<file path="src/rtl/nn_polar_stream_decoder_if.sv">
// rtl/nn_polar_stream_decoder_if.sv - stream-side bundle for the polar stochastic decoder
interface nn_polar_stream_decoder_if #(
    parameter int OUT_W = 10
);
    logic             START;
    logic             CONT;
    logic             EN;
    logic             IN_POS;
    logic             IN_NEG;
    logic             BUSY;
    logic             VALID;
    logic [OUT_W-1:0] VALUE;
    logic             SIGN;
    logic [OUT_W-2:0] MAG;

    modport master (
        output START, CONT, EN, IN_POS, IN_NEG,
        input  BUSY, VALID, VALUE, SIGN, MAG
    );

    modport slave (
        input  START, CONT, EN, IN_POS, IN_NEG,
        output BUSY, VALID, VALUE, SIGN, MAG
    );
endinterface

</file>
<file path="src/rtl/nn_polar_stream_decoder.sv">
// rtl/nn_polar_stream_decoder.sv - integrates a sign-split stochastic stream pair into a signed count
module nn_polar_stream_decoder #(
    parameter int WIN_LOG2 = 8,
    parameter int OUT_W    = WIN_LOG2 + 2
) (
    input  logic                     CLK,
    input  logic                     INIT,
    nn_polar_stream_decoder_if.slave bus
);
    typedef enum logic {IDLE, ACCUM} state_t;

    localparam logic [OUT_W-1:0]    ACC_ONE  = 1;
    localparam logic [OUT_W-2:0]    MAG_ONE  = 1;
    localparam logic [WIN_LOG2-1:0] CNT_ONE  = 1;
    localparam logic [WIN_LOG2-1:0] CNT_LAST = '1;

    state_t              state_q, state_d;
    logic [OUT_W-1:0]    acc_q, acc_d;
    logic [WIN_LOG2-1:0] cnt_q, cnt_d;
    logic [OUT_W-1:0]    value_q, value_d;
    logic [OUT_W-2:0]    mag_q, mag_d;
    logic                valid_q, valid_d;
    logic [OUT_W-1:0]    sum;

    always_comb begin
        state_d = state_q;
        acc_d   = acc_q;
        cnt_d   = cnt_q;
        value_d = value_q;
        mag_d   = mag_q;
        valid_d = 1'b0;

        // Both paths firing cancel, so only exclusive bits move the sum.
        sum = acc_q;
        if (bus.IN_POS && !bus.IN_NEG) begin
            sum = acc_q + ACC_ONE;
        end else if (!bus.IN_POS && bus.IN_NEG) begin
            sum = acc_q - ACC_ONE;
        end

        case (state_q)
            IDLE: begin
                if (bus.START) begin
                    state_d = ACCUM;
                    acc_d   = '0;
                    cnt_d   = '0;
                end
            end
            ACCUM: begin
                if (bus.EN) begin
                    if (cnt_q == CNT_LAST) begin
                        value_d = sum;
                        // Low-bit negation is exact here, including for -2^WIN_LOG2.
                        mag_d   = sum[OUT_W-1] ? (~sum[OUT_W-2:0] + MAG_ONE) : sum[OUT_W-2:0];
                        valid_d = 1'b1;
                        acc_d   = '0;
                        cnt_d   = '0;
                        state_d = bus.CONT ? ACCUM : IDLE;
                    end else begin
                        acc_d = sum;
                        cnt_d = cnt_q + CNT_ONE;
                    end
                end
            end
            default: state_d = IDLE;
        endcase
    end

    always_ff @(posedge CLK or negedge INIT) begin
        if (!INIT) begin
            state_q <= IDLE;
            acc_q   <= '0;
            cnt_q   <= '0;
            value_q <= '0;
            mag_q   <= '0;
            valid_q <= 1'b0;
        end else begin
            state_q <= state_d;
            acc_q   <= acc_d;
            cnt_q   <= cnt_d;
            value_q <= value_d;
            mag_q   <= mag_d;
            valid_q <= valid_d;
        end
    end

    assign bus.BUSY  = (state_q == ACCUM);
    assign bus.VALID = valid_q;
    assign bus.VALUE = value_q;
    assign bus.SIGN  = value_q[OUT_W-1];
    assign bus.MAG   = mag_q;
endmodule

</file>
<file path="src/flat_wrapper.sv">
// flat-port wrapper written by rule: the top's interface ports become plain ports
module nn_polar_stream_decoder_flat 
#(
    parameter int WIN_LOG2 = 8,
    parameter int OUT_W    = WIN_LOG2 + 2
)
  (CLK, INIT, bus_START, bus_CONT, bus_EN, bus_IN_POS, bus_IN_NEG, bus_BUSY, bus_VALID, bus_VALUE, bus_SIGN, bus_MAG);
  nn_polar_stream_decoder_if #(.OUT_W(OUT_W)) bus_i ();
  input  logic CLK;
  input  logic INIT;
  input wire logic [$bits(bus_i.START)-1:0] bus_START;
  input wire logic [$bits(bus_i.CONT)-1:0] bus_CONT;
  input wire logic [$bits(bus_i.EN)-1:0] bus_EN;
  input wire logic [$bits(bus_i.IN_POS)-1:0] bus_IN_POS;
  input wire logic [$bits(bus_i.IN_NEG)-1:0] bus_IN_NEG;
  output wire logic [$bits(bus_i.BUSY)-1:0] bus_BUSY;
  output wire logic [$bits(bus_i.VALID)-1:0] bus_VALID;
  output wire logic [$bits(bus_i.VALUE)-1:0] bus_VALUE;
  output wire logic [$bits(bus_i.SIGN)-1:0] bus_SIGN;
  output wire logic [$bits(bus_i.MAG)-1:0] bus_MAG;
  assign bus_i.START = bus_START;
  assign bus_i.CONT = bus_CONT;
  assign bus_i.EN = bus_EN;
  assign bus_i.IN_POS = bus_IN_POS;
  assign bus_i.IN_NEG = bus_IN_NEG;
  assign bus_BUSY = bus_i.BUSY;
  assign bus_VALID = bus_i.VALID;
  assign bus_VALUE = bus_i.VALUE;
  assign bus_SIGN = bus_i.SIGN;
  assign bus_MAG = bus_i.MAG;
  nn_polar_stream_decoder #(.WIN_LOG2(WIN_LOG2), .OUT_W(OUT_W)) u_core (.CLK(CLK), .INIT(INIT), .bus(bus_i));
endmodule
</file>
<file path="config.mk">
export PLATFORM = sky130hd
export DESIGN_NAME = nn_polar_stream_decoder_flat
export DESIGN_NICKNAME = d
export VERILOG_FILES = /design/src/rtl/nn_polar_stream_decoder_if.sv /design/src/rtl/nn_polar_stream_decoder.sv /design/src/flat_wrapper.sv
export SDC_FILE = /design/constraint.sdc
export NUM_CORES = 1
export LEC_CHECK = 0
export CAP_MARGIN = 15
export CORE_MARGIN = 2
export CORE_UTILIZATION = 40
export CTS_CLUSTER_DIAMETER = 100
export CTS_CLUSTER_SIZE = 28
export DETAILED_ROUTE_END_ITERATION = 8
export PLACE_DENSITY = 0.64
export SETUP_SLACK_MARGIN = 0.2
export SYNTH_ARGS = -nofsm -noshare
export SYNTH_HDL_FRONTEND = slang
export SYNTH_SLANG_ARGS = --single-unit
</file>
<file path="constraint.sdc">
create_clock -name CLK -period 3.3 [get_ports CLK]
set_clock_uncertainty 0.2 [all_clocks]
set_input_delay 0.33 -clock CLK [delete_from_list [all_inputs] [get_ports CLK]]
set_output_delay 0.33 -clock CLK [all_outputs]
set_load 0.05 [all_outputs]
</file>
==> run metrics <==
GR Overflow Total=0; Mapped Avg Cell Area=9.42 µm²; HP Class=reg2reg; drt first-iter violations=53; DRT antenna net count=0; Std-Cell Rows=26; mapped cell area=2090 µm²; initial antenna violation count=0; ys async rst share=1.00; final net count=264; pwr dens=579 nW/µm²; combinational share of power=0.344; most frequent cell after synthesis=nand2_1; Fin. Hold Viols=0; total track usage=0.158; Slew Limit Fails=0; Seq pwr share=0.428; port bufs=28; drt drc=0; # IOs=29; area fraction of the dominant cell type after synthesis=0.455; Setup crit start kind=input port; RSZ-0062 raised after global routing=false; switch share=0.374; global-route wire length before repair=7400 µm; drt total wl=4200 µm; core outline area=5070 µm²; DIE HEIGHT=76.3 µm; most instantiated cells after synthesis=51 x nand2_1, 38 x dfrtp_1, 23 x o21ai_0, 14 x nor2_1, 10 x o21ai_1; WP data required=3.28 ns; EDFF count, synth=0; CTS tree=done; relative slew slack=0.436; FF/Latch Area=951 µm²; ys flop type=dfrtp_1; layout filler cell count=492; Clock transition at path regs=0.08 ns; htree depth=2; hold_buf cts=1; Layout area overhead=21.5%; WHS Path Cells=2; vias per std cell=5.02; die width=76.3 µm; min Tclk post-route=2.67 ns; drt wl/cell=13.0 µm; CTS resizes=0; Place WS=0.343 ns; area of the multi-input gates=1070 µm²; Mapped Cells=222; clock sink count=38; sequential fraction of the synthesis area=0.455; peak supply drop=0.000190 V; Root Buffer=clkbuf_8; Final WS setup=0.634 ns; share of layout cells above drive strength 1=0.118; Netlist cell types=46; CTS max path bufs=2; worst-path fanout max=9; kind of critical path=in2reg; Yosys warning total=0; clock latency at the later pin of the worst-skew pair=0.29 ns; flops & latches, synth=38; cts bufs inserted=5; Critical Path AT=2.64 ns; Leak=1.11 nW; routed via count=1,627; P_sw=0.550 mW; DR pass1 iterations=6; P_int=0.922 mW; reg2reg setup slack=0.71 ns; largest net degree at the start of global routing=39; Post-CTS Setup Inserts=0; Fin Setup TNS=0 ns; top cells by area, synth=dfrtp_1 45%, nand2_1 9.2%, o21ai_0 5.5%, xor2_1 3.3%, nor2_1 2.5%; Worst Max-Slew Pin Slew=0.846 ns; cells on worst reg2reg path=10; CP Capture Type=flip-flop; final count of negative-setup-slack endpoints=0; hpwl dp=2980 µm; clock share of power=0.228; highest achievable clock rate=375 MHz; vias in the first global route=1,574; Yosys top cell by area=dfrtp_1; syn_nets=233; total of max-cap violations=0; Final Cycle Share=0.808; antenna cell count=0; outcome=completed; Initial Util=0.412; total die area=5820 µm²; routability congestion estimate=0.821
## critical path, stage by stage
cell	delay (ns)
clkdlybuf4s50_1	0.57
nor2b_1	0.24
or4_1	0.47
o22a_2	0.29
xnor2_4	0.22
o21ai_1	0.12
xnor2_1	0.14
mux2_2	0.27
## cell type report
class	instances	share of cell area
clock inverters	2	0.00492
repair buffers	35	0.130
well taps	70	0.0345
multi-input cells	170	0.419
clock buffers	6	0.0325
flip-flops and latches	38	0.374
inverters	3	0.00443
## registers in the layout, summed over array words and instances, names as in the netlist
| signal | cells |
|---|---|
| u_core.cnt_q | 8 |
| u_core.acc_q | 10 |
| u_core.bus.VALUE | 9 |
| u_core.bus.MAG | 9 |
| u_core.bus.VALID | 1 |
| u_core.bus.BUSY | 1 |
## metal layers
metal	vias up	share of wire	track usage
met2	29	0.45	0.257
li1	828	-	-
met3	5	0.032	0.0403
met4	0	0.014	0.0545
met1	765	0.50	0.204
met5	-	0	0
## cell usage in the layout, fill, tap and decap left out, types with 3 or more instances in the layout
cell,n
nand2_1,51
dfrtp_1,38
clkdlybuf4s50_1,27
o21ai_0,23
nor2_1,14
o21ai_1,10
xor2_1,8
nand3_1,7
xnor2_1,6
clkbuf_8,6
buf_4,6
and3_1,4
ha_1,4
a22o_1,3
o31ai_1,3
## power groups by stage
stage	combinational, mW	clock, mW	sequential [mW]
final	0.507	0.335	0.630
after global routing	0.580	0.369	0.643
after CTS	0.514	0.342	0.628
after detailed placement	0.509	0	0.637
after global placement	0.500	0	0.636
after floorplan	0.399	0	0.601
## logic make-up after synthesis
group           share of synthesized area
compound gates                      0.164
xor+xnor                            0.100
fa+ha+maj                          0.0239
buf+inv                            0.0359
flops                               0.455
mux                                0.0155
simple gates                        0.206
## path summary, 6_finish.rpt
kind	startpoint	end
worst max-delay path	bus_IN_POS	u_core.bus.MAG[6]
worst min register to register	u_core.bus.VALUE[5]	u_core.bus.VALUE[5]
worst min-delay path	u_core.bus.VALUE[5]	u_core.bus.VALUE[5]
worst max register to register	u_core.acc_q[1]	u_core.bus.MAG[7]
max in group asynchronous	INIT	u_core.cnt_q[4]
min in group asynchronous	INIT	u_core.acc_q[0]
## stage by stage
step,std cells,power [mW],area (µm²),util,hold WS (ns)
6_report,324,1.47,2540,0.501,0.273
3_3_place_gp,315,1.14,2440,0.480,0.260
2_1_floorplan,222,1.00,2090,-,-0.166
5_1_grt,324,1.59,2540,0.501,0.311
3_5_place_dp,315,1.15,2440,0.480,0.263
4_1_cts,324,1.48,2540,0.501,0.282
Note: power is estimated with default switching activity, not from simulation.
